--- src/rtl/dec_pkg.sv ---
// Shared definitions for the decimal arithmetic blocks (dec_divider, dec_multip).
// Holds FSM encodings and fixed result constants.
package dec_pkg;

   typedef enum logic [1:0] {
      ST_IDLE = 2'd0,
      ST_CALC = 2'd1,
      ST_DONE = 2'd2
   } div_state_t;

   // Divide-by-zero result: quotient saturates to all ones, remainder is zero.
   localparam logic ZDIV_Q_BIT = 1'b1;
   localparam logic ZDIV_R_BIT = 1'b0;
   localparam logic ZDIV_ERR   = 1'b1;

   // Constants for dec_multip
   localparam int MUL_DW_DEFAULT = 8;
   localparam int MUL_STAGES     = 2;

endpackage

--- src/rtl/dec_div_step.sv ---
// One restoring shift-subtract step: shifts the next dividend bit into the
// partial remainder and subtracts the divisor when it fits.
module dec_div_step #(
   parameter int DW = 8
) (
   input  logic [DW:0]   rem_in,
   input  logic          bit_in,
   input  logic [DW-1:0] divisor,
   output logic [DW:0]   rem_out,
   output logic          q_bit
);

   logic [DW+1:0] shifted;

   always_comb begin
      shifted = {rem_in, bit_in};
      q_bit   = (shifted >= {2'b00, divisor});
      // Remainder after the step is always below the divisor, so DW+1 bits suffice.
      rem_out = (DW+1)'(shifted - (q_bit ? {2'b00, divisor} : '0));
   end

endmodule

--- src/rtl/dec_divider.sv ---
// Sequential restoring divider: {din_a,din_b} / din_c, one quotient bit per cycle,
// with a divide-by-zero shortcut that reports a saturated quotient.
module dec_divider
   import dec_pkg::*;
#(
   parameter int DW = 8
) (
   input  logic            clk,
   input  logic            rstn,
   input  logic [DW-1:0]   din_a,
   input  logic [DW-1:0]   din_b,
   input  logic [DW-1:0]   din_c,
   input  logic            din_vld,
   output logic            din_rdy,
   output logic [2*DW-1:0] dout_q,
   output logic [DW-1:0]   dout_r,
   output logic            dout_err,
   output logic            dout_vld
);

   localparam int              CNT_W = $clog2(2*DW+1);
   localparam logic [CNT_W-1:0] STEPS = CNT_W'(2*DW);

   div_state_t      state_reg;
   logic [2*DW-1:0] work_reg;
   logic [DW:0]     rem_reg;
   logic [DW-1:0]   divisor_reg;
   logic [CNT_W-1:0] cnt_reg;
   logic            zero_reg;
   logic [2*DW-1:0] q_reg;
   logic [DW-1:0]   r_reg;
   logic            err_reg;
   logic            vld_reg;
   logic            rdy_reg;

   logic [DW:0]     step_rem;
   logic            step_q;

   dec_div_step #(.DW(DW)) u_step (
      .rem_in  (rem_reg),
      .bit_in  (work_reg[2*DW-1]),
      .divisor (divisor_reg),
      .rem_out (step_rem),
      .q_bit   (step_q)
   );

   // work_reg shifts the dividend out of its MSB while quotient bits fill in at the LSB.
   always_ff @(posedge clk or negedge rstn) begin
      if (!rstn) begin
         state_reg   <= ST_IDLE;
         work_reg    <= '0;
         rem_reg     <= '0;
         divisor_reg <= '0;
         cnt_reg     <= '0;
         zero_reg    <= 1'b0;
         q_reg       <= '0;
         r_reg       <= '0;
         err_reg     <= 1'b0;
         vld_reg     <= 1'b0;
         rdy_reg     <= 1'b1;
      end else begin
         case (state_reg)
            ST_IDLE: begin
               vld_reg <= 1'b0;
               if (din_vld && rdy_reg) begin
                  work_reg    <= {din_a, din_b};
                  divisor_reg <= din_c;
                  rem_reg     <= '0;
                  zero_reg    <= (din_c == '0);
                  // A zero divisor runs no steps; CALC then exits on the very next edge.
                  cnt_reg     <= (din_c == '0) ? '0 : STEPS;
                  rdy_reg     <= 1'b0;
                  state_reg   <= ST_CALC;
               end
            end
            ST_CALC: begin
               if (cnt_reg != '0) begin
                  rem_reg  <= step_rem;
                  work_reg <= {work_reg[2*DW-2:0], step_q};
                  cnt_reg  <= cnt_reg - 1'b1;
               end else begin
                  state_reg <= ST_DONE;
                  vld_reg   <= 1'b1;
                  err_reg   <= zero_reg ? ZDIV_ERR : 1'b0;
                  q_reg     <= zero_reg ? {(2*DW){ZDIV_Q_BIT}} : work_reg;
                  r_reg     <= zero_reg ? {DW{ZDIV_R_BIT}} : rem_reg[DW-1:0];
               end
            end
            ST_DONE: begin
               vld_reg   <= 1'b0;
               rdy_reg   <= 1'b1;
               state_reg <= ST_IDLE;
            end
            default: begin
               vld_reg   <= 1'b0;
               rdy_reg   <= 1'b1;
               state_reg <= ST_IDLE;
            end
         endcase
      end
   end

   assign din_rdy  = rdy_reg;
   assign dout_q   = q_reg;
   assign dout_r   = r_reg;
   assign dout_err = err_reg;
   assign dout_vld = vld_reg;

endmodule

--- config.mk ---
export PLATFORM = sky130hd
export DESIGN_NAME = dec_divider
export DESIGN_NICKNAME = d
export VERILOG_FILES = /design/src/rtl/dec_pkg.sv /design/src/rtl/dec_div_step.sv /design/src/rtl/dec_divider.sv
export SDC_FILE = /design/constraint.sdc
export NUM_CORES = 1
export LEC_CHECK = 0
export CORE_UTILIZATION = 55
export CTS_BUF_LIST = sky130_fd_sc_hd__clkbuf_2 sky130_fd_sc_hd__clkbuf_4 sky130_fd_sc_hd__clkbuf_8
export CTS_CLUSTER_SIZE = 25
export DETAILED_ROUTE_END_ITERATION = 7
export PLACE_DENSITY_LB_ADDON = 0.1
export SETUP_SLACK_MARGIN = 0.2
export SYNTH_ARGS = -nofsm -noshare
export SYNTH_HDL_FRONTEND = slang
export SYNTH_SLANG_ARGS = --single-unit
--- constraint.sdc ---
create_clock -name clk -period 4.3 [get_ports clk]
set_clock_uncertainty 0.2 [all_clocks]
set_input_delay 0.43 -clock clk [delete_from_list [all_inputs] [get_ports clk]]
set_output_delay 0.43 -clock clk [all_outputs]
set_load 0.02 [all_outputs]
==> results of run 1 <==
-- layer usage --
layer	share of wire [%]	track usage, %	wire, microns	vias to the layer above
li1	-	-	-	1311
met1	47	34.2	3380	1255
met2	47	40.7	3430	67
met3	4.7	4.20	340	9
met4	1.3	10.2	92	0
met5	0	0	0	-
-- power by group --
part	switching [W]	internal, W
clock	0.000245	0.000443
sequential	0	0.000639
combinational	0.0000188	0.0000226
total	0.000264	0.00110
-- critical path, stage by stage, from the launching register on --
cell and delay (ns):
dfrtp_1 0.42, ha_1 0.32, a21o_1 0.11, a31oi_1 0.04, o21ai_0 0.20, a21o_1 0.30, and3_1 0.22, ha_1 0.15
inv_1 0.05, fa_1 0.41, a211oi_1 0.21, o21ai_0 0.17, o31a_1 0.29, xor2_1 0.15, o21ai_0 0.09
-- worst paths after layout --
path | depth (start not counted) | slack [ns] | start | end
max | 14 | 0.84 | rem_reg[1] | rem_reg[8]
min | 1 | 0.03 | rstn | dout_q[11]
max reg2reg | 14 | 0.84 | rem_reg[1] | rem_reg[8]
min reg2reg | 2 | 0.28 | dout_q[12] | dout_q[12]
max in group asynchronous | 2 | 2.93 | rstn | din_rdy
min in group clk | 2 | 0.28 | dout_q[12] | dout_q[12]
-- cell type report --
| cell class | count | area, sq um | area share [%] |
|---|---|---|---|
| clock inverter | 7 | 139 | 3.31 |
| tap | 75 | 93.8 | 2.23 |
| timing repair buffer | 57 | 556 | 13.2 |
| sequential | 68 | 1700 | 40.6 |
| multi-input combinational | 256 | 1540 | 36.6 |
| inverter | 13 | 48.8 | 1.16 |
| clock buffer | 9 | 124 | 2.95 |
-- cells by family (layout without fill, tap and decap cells) --
| kind of cell | after synthesis | count (layout) | share of synthesized area [%] |
|---|---|---|---|
| adders and majority gates | 19 | 19 | 7.27 |
| AOI/OAI and AO/OA | 86 | 86 | 14.9 |
| DFF | 68 | 68 | 50.5 |
| xor gates and xnor gates | 7 | 7 | 1.82 |
| buffers and inverters | 32 | 86 | 4.01 |
| muxes | 7 | 7 | 2.08 |
| and+or+nand+nor | 137 | 137 | 19.4 |
-- stage by stage --
step                      power (W)  cell area (sq um)  worst slack [ns]
final                       0.00137               4200             0.843
after global routing        0.00141               4200             0.550
after CTS                   0.00138               4200             0.864
after detailed placement   0.000694               3940             0.879
after global placement     0.000694               3940              1.06
after floorplan            0.000655               3370              1.19
-- placed cells by master, fill, tap and decap left out, types with 2 or more instances in the layout --
cell type,netlist,routed
or4_1,2,2
a211oi_1,2,2
clkinv_2,0,2
o21a_1,2,2
o21ai_1,17,17
dfrtp_1,67,67
clkbuf_8,0,9
xor2_1,4,4
a21o_1,5,5
clkdlybuf4s50_1,0,52
ha_1,18,18
nor4_1,2,2
o211ai_1,2,2
inv_1,13,13
nand2_1,68,68
nor2_1,25,25
bufinv_16,0,4
nand3_1,17,17
o31ai_1,2,2
o21ai_0,36,36
a21oi_1,6,6
a22oi_1,8,8
mux2i_1,7,7
xnor2_1,3,3
buf_4,2,4
nand2b_1,14,14
==> flow_summary.toml, run 1 <==
[timing]
fin_hold_ws_ns = 0.0283
relSlewSlack_pct = 38.4
rsz0062_at_grt = "no"
fin_crit_ns = 3.46
finalCritPeriodShare_pct = 80.4
worst_pin_slew_ns = 0.924
setup_viol = 0
fmax_mhz = 289
tns_ns = 0
hold_violations = 0
drv_slew = 0

[detailed_routing]
vias = 2642
drt_pre_antenna_iters = 4
antenna_left = 0
totalWireLength_microns = 7250
wl_per_cell_microns = 14.9
vias_per_cell = 5.45
drtIter0Drc = 126
drc_errors = 0

[setup_path]
start_kind = "flop"
crit_path_end_kind = "flop"
cp.arrival_ns = 3.45
critPathKind = "flop to flop"
cp_max_fo = 9
critPathRequiredTime_ns = 4.29

[grt]
grt_usage_pct = 25.3
grt_pass1_wl_microns = 12400
grt-ovfl-total = 0
antenna_found_initial = 0
grt_pass1_vias = 2624
grt_max_degree = 51

[yosys]
synth_seq_cells = 68
syn_inst = 356
synth_enable_flop_cells = 0
synthTopCellsByCount = "nand2_1 (68), dfrtp_1 (67), o21ai_0 (36)"
yosysUniqueCellTypes = 42
synth_top_area_cell = "dfrtp_1"
synthArstFlopShare_pct = 100
ys_warn_count = 0
synth_area_leaders = "dfrtp_1 (50%), nand2_1 (7.6%), ha_1 (6.7%)"
synthFlopType = "dfrtp_1"
syn-cell-area_sq_mm = 0.00337
ys_seq_area_share_pct = 50.5
synth.net_count = 402
synth.most_common_cell = "nand2_1"
synth.top_cell.area_share_pct = 49.7
syn_avg_cell_area_sq_um = 9.48

[clocking]
insertion_delay_ns = 0.34
cts_setup_buffers = 0
cts_buffers = 9
cts_tree = "done"
clock_sinks = 68
path_clk_slew_ns = 0.07
clk_path_buf_depth = 2
hold_buffers = 0
h-tree-depth = 3
cts_resized = 0
cts_root_buf = "clkbuf_8"

[status]
outcome = "completed"

[placed_design]
dp_hpwl_microns = 5040
place_inst = 469
io_buffer_count = 53
finalWeightedCongestion = 0.874

[floorplanning]
initial_core_util_pct = 57.0
boundaryPins = 54
die_area_sq_mm = 0.00645
fp-row-count = 28
die_h_microns = 80.3
core_sq_mm = 0.00592
die_width_microns = 80.3

[cells_and_area]
nets = 451
fin_util_pct = 70.9
drive_gt1_share_pct = 6.83
fill_cells = 462
antennaDiodeCount = 0
area.growth.synth_to_final_pct = 24.5
instances_no_fill = 485

[min_path]
min_path_type = "primary input to async pin"

[run]
max_cap_viol_count = 0

[power]
power.density_mw_per_mm2 = 326
ir_drop_mv = 0.227
p_leak_nw = 2.02
(Power assumes the default switching activity.)
==> run 2, diff against run 1 <==
- clock period: 4.3 -> 3.4 ns (I/O delays scaled with it)
==> flow_summary.toml, run 2 (synthesized netlist as in run 1, its figures left out) <==
[placed_design]
finalWeightedCongestion = 0.969
dp_hpwl_microns = 4960
dpl_worst_slack_ns = 0.118
io_buffer_count = 53

[cells_and_area]
area.growth.synth_to_final_pct = 27.6
layout_commonest_cell = "nand2_1"
fin_util_pct = 72.7
layout_common_cells = "nand2_1 (68), dfrtp_1 (67), clkdlybuf4s50_1 (52), o21ai_0 (33), nor2_1 (25)"
drive_gt1_share_pct = 10.6
antennaDiodeCount = 0
multiInputGateArea_sq_mm = 0.00157
nets = 458
fill_cells = 441
seqCellArea_sq_mm = 0.00170

[timing]
setup_ws_ns = 0.324
tns_ns = 0
drv_slew = 0
fmax_mhz = 325
setup_viol = 0
relSlewSlack_pct = 41.8
rsz0062_at_grt = "no"
hold_violations = 0
fin_hold_ws_ns = 0.279
finalCritPeriodShare_pct = 90.5
worst_pin_slew_ns = 0.872
fin_crit_ns = 3.08

[grt]
grt_usage_pct = 25.2
grt_pass1_wl_microns = 12200
grt_max_degree = 38
grt-ovfl-total = 0
antenna_found_initial = 0
grt_pass1_vias = 2586

[setup_path]
crit_path_end_kind = "flop"
crit_chain = "ha_1 > a21o_1 > a31oi_1 > o21ai_1 > a21o_1 > buf_4 > nand3_1 > ha_2 > o21ai_0 > a21oi_1 > o21a_1 > o21a_1 > o31ai_1"
critPathKind = "flop to flop"
critPathRequiredTime_ns = 3.45
cp.arrival_ns = 3.12
cp_max_fo = 8
start_kind = "flop"
cp_slowest_cell = "dfrtp_1"
rrSetupSlack_ns = 0.32
slowest_delay_ns = 0.42

[clocking]
cts_buffers = 9
clock_sinks = 68
insertion_delay_ns = 0.35
clk_path_buf_depth = 2
h-tree-depth = 3
path_clk_slew_ns = 0.08
cts_tree = "done"
cts_root_buf = "clkbuf_8"

[power]
power_frac_clock_pct = 50.6
combPwrFrac_pct = 3.2
p_int_w = 0.00140
power.density_mw_per_mm2 = 406
power.total_w = 0.00175
sw_frac_of_total_pct = 19.9
seq_power_share_pct = 46.3
ir_drop_mv = 0.282
switchingPower_w = 0.000347
p_leak_nw = 2.06

[floorplanning]
die_h_microns = 80.3
die_area_sq_mm = 0.00645
core_sq_mm = 0.00592
initial_core_util_pct = 57.0
fp-row-count = 28
boundaryPins = 54
die_width_microns = 80.3

[detailed_routing]
wl_per_cell_microns = 15.0
totalWireLength_microns = 7360
vias = 2678
drc_errors = 0
antenna_left = 0
vias_per_cell = 5.44
drt_pre_antenna_iters = 4
drtIter0Drc = 100

[run]
max_cap_viol_count = 0

[min_path]
min_path_type = "flop to flop"

[status]
outcome = "completed"
==> run 2: cell types whose count changed in the layout (fill, tap and decap cells not counted), moves of 2 or more <==
cell     delta
o21ai_1     +2
inv_2       +2
buf_4       +5
ha_1        -2
o21ai_0     -3
inv_1       -2
==> run 2: cell type report <==
cell class	count	share of cell area, %
multi-input combinational	256	36.6
tap	75	2.18
inverter	13	1.13
clock buffer	9	2.88
timing repair buffer	64	14.5
sequential	68	39.6
clock inverter	7	3.23
==> run 2: stage by stage <==
stage / area [sq um] / instances
floorplan: 3370 / 356
global placement: 3960 / 471
detailed placement: 3960 / 471
CTS: 4240 / 488
global route: 4310 / 492
finish: 4310 / 492
==> run 2: timing repair <==
action / 4_1_cts / 5_1_grt
resized for setup: 3 / 11
hold endpoints to repair: 31 / 0
setup buffers: 0 / 4
hold buffers: 1 / 0
setup endpoints to repair: 1 / 2
pin swaps: 0 / 7
==> run 2: path summary, 6_finish.rpt <==
kind / start / endpoint / cells past startpoint
max: rem_reg[1] / rem_reg[5] / 13
min: dout_q[7] / dout_q[7] / 2
max reg2reg: rem_reg[1] / rem_reg[5] / 13
min reg2reg: dout_q[7] / dout_q[7] / 2
max in group asynchronous: rstn / din_rdy / 3
min in group asynchronous: rstn / dout_q[9] / 2
==> run 2: power groups by stage <==
stage / sequential (W) / combinational, W / clock, W
6_report: 0.000808 / 0.0000555 / 0.000883
5_1_grt: 0.000808 / 0.0000619 / 0.000926
2_1_floorplan: 0.000824 / 0.00000421 / 0
4_1_cts: 0.000808 / 0.0000571 / 0.000891
3_3_place_gp: 0.000824 / 0.0000555 / 0
3_5_place_dp: 0.000824 / 0.0000556 / 0
==> run 2: per-layer routing <==
metal	vias to the layer above	GRT usage [%]	wire length, microns
met5	-	0	0
met1	1268	33.2	3370
met3	11	5.57	392
met4	0	9.11	97
met2	64	40.8	3500
li1	1335	-	-
==> run 2: critical path, delay by kind of cell (launching register included) <==
family / cells / cell delay, ns
AOI/OAI and AO/OA: 9 / 1.45
adders and majority gates: 2 / 0.64
DFF: 1 / 0.42
buffers and inverters: 1 / 0.17
and+or+nand+nor: 1 / 0.10
==> run 3, diff against run 2 <==
- CORE_UTILIZATION: 55 -> 35
==> flow_summary.toml, run 3 (synthesized netlist as in run 1, its figures left out) <==
[floorplanning]
die_width_microns = 100
boundaryPins = 54
core_sq_mm = 0.00928
die_h_microns = 100
initial_core_util_pct = 36.3
die_area_sq_mm = 0.0100
fp-row-count = 35

[setup_path]
critPathRequiredTime_ns = 3.39
worst-path-stages = 14
slowest_delay_ns = 0.42
r2r_start = "rem_reg[1]"
cp_max_fo = 3
rrSetupSlack_ns = 0.25
cp_num_buf_inv = 1
setup.worst_path.start = "rem_reg[1]"
crit_chain = "ha_4 > a21o_1 > a31oi_4 > o21ai_2 > a21o_1 > and3_1 > ha_2 > inv_2 > fa_2 > a211oi_2 > o21ai_2 > o31a_1 > xor2_1 > o21ai_1"
cp_slowest_cell = "dfrtp_1"
crit_path_end_kind = "flop"
cp.arrival_ns = 3.14
path_delay_family = "compound AO/OA/AOI/OAI gates"
start_kind = "flop"
ff2ff_path_depth = 14
critPathKind = "flop to flop"
timing.rr.end = "rem_reg[8]"

[clocking]
cts_buffers = 9
path_clk_slew_ns = 0.07
hold_buffers = 0
insertion_delay_ns = 0.34
cts_root_buf = "clkbuf_8"
h-tree-depth = 3
clk_path_buf_depth = 2
cts_tree = "done"
clock_sinks = 68

[power]
ir_drop_mv = 0.148
p_leak_nw = 2.05
combPwrFrac_pct = 3.5
p_int_w = 0.00119
power.density_mw_per_mm2 = 348
power_frac_clock_pct = 43.3
switchingPower_w = 0.000330
seq_power_share_pct = 53.2
sw_frac_of_total_pct = 21.7

[timing]
fin_crit_ns = 3.15
drv_slew = 0
relSlewSlack_pct = 40.1
worst_pin_slew_ns = 0.899
fmax_mhz = 317
finalCritPeriodShare_pct = 92.7
setup_viol = 0
hold_violations = 0
tns_ns = 0
rsz0062_at_grt = "yes"

[detailed_routing]
vias_per_cell = 4.77
vias = 2614
drtIter0Drc = 67
wl_per_cell_microns = 14.0
totalWireLength_microns = 7660
drt_pre_antenna_iters = 4
antenna_left = 0
drc_errors = 0

[grt]
grt_pass1_vias = 2593
grt_usage_pct = 16.6
grt-ovfl-total = 0
grt_pass1_wl_microns = 12800
antenna_found_initial = 0
grt_max_degree = 69

[placed_design]
finalWeightedCongestion = 0.810
dp_hpwl_microns = 5200
io_buffer_count = 53
place_area_sq_mm = 0.00403

[status]
outcome = "completed"

[cells_and_area]
drive_gt1_share_pct = 13.4
layout_common_cells = "nand2_1 (68), dfrtp_1 (65), clkdlybuf4s50_1 (52), o21ai_0 (32), nor2_1 (25)"
antennaDiodeCount = 0
final_cell_area_sq_mm = 0.00436
nets = 460
area.growth.synth_to_final_pct = 29.3
layout_commonest_cell = "nand2_1"

[run]
max_cap_viol_count = 0

[min_path]
min_path_type = "primary input to async pin"
run 3: cell types whose count changed in the layout (fill, tap and decap cells not counted), moves of 2 or more:
cell / previous run / this run
bufinv_16: 4 / 1
buf_4: 9 / 12
a21oi_2: 1 / 3
dfrtp_2: 0 / 2
dfrtp_1: 67 / 65
ha_1: 16 / 14
a21oi_1: 5 / 3
clkbuf_4: 0 / 2
run 3: cell type report:
type | instances | area [sq um]
well taps | 129 | 161
flip-flops and latches | 68 | 1710
clock inverters | 5 | 52.6
multi-input cells | 256 | 1620
repair buffers | 66 | 636
fillers | 910 | 4920
clock buffers | 11 | 139
inverters | 13 | 48.8
run 3: routing by layer:
| metal | GRT usage (%) | share of wire, % | vias up |
|---|---|---|---|
| met4 | 5.57 | 0.93 | 0 |
| li1 | - | - | 1335 |
| met1 | 22.3 | 50 | 1222 |
| met5 | 0 | 0 | - |
| met3 | 4.11 | 4.1 | 4 |
| met2 | 26.3 | 45 | 53 |
run 3: through the flow:
stage                     util (%)  hold slack, ns  power, W  setup WS, ns  std cells
after floorplan                  -          -0.156  0.000829         0.290        356
after global placement        43.4           0.260  0.000879         0.211        525
after detailed placement      43.4           0.269  0.000879        0.0648        525
after CTS                     45.6          0.0314   0.00154         0.204        541
after global routing          47.0          0.0618   0.00158        0.0871        548
final                         47.0         0.00468   0.00152         0.249        548
run 3: how the worst max path moves through the flow:
stage / endpoint / slack (ns)
2_1_floorplan: rem_reg[8] / 0.29
3_3_place_gp: rem_reg[8] / 0.21
3_5_place_dp: rem_reg[8] / 0.06
4_1_cts: rem_reg[8] / 0.20
5_1_grt: rem_reg[8] / 0.09
6_report: rem_reg[8] / 0.25
run 3: repair_timing:
action / in CTS / in global routing
setup buffers: 0 / 7
endpoints found under the setup margin: 1 / 5
pin swaps: 1 / 10
gates resized for setup: 3 / 20
run 3: power by group through the flow:
stage               registers [W]  clock network, W   logic [W]
global route             0.000808          0.000715   0.0000593
floorplan                0.000824                 0  0.00000421
CTS                      0.000808          0.000678   0.0000551
finish                   0.000808          0.000658   0.0000529
detailed placement       0.000824                 0   0.0000546
global placement         0.000824                 0   0.0000548
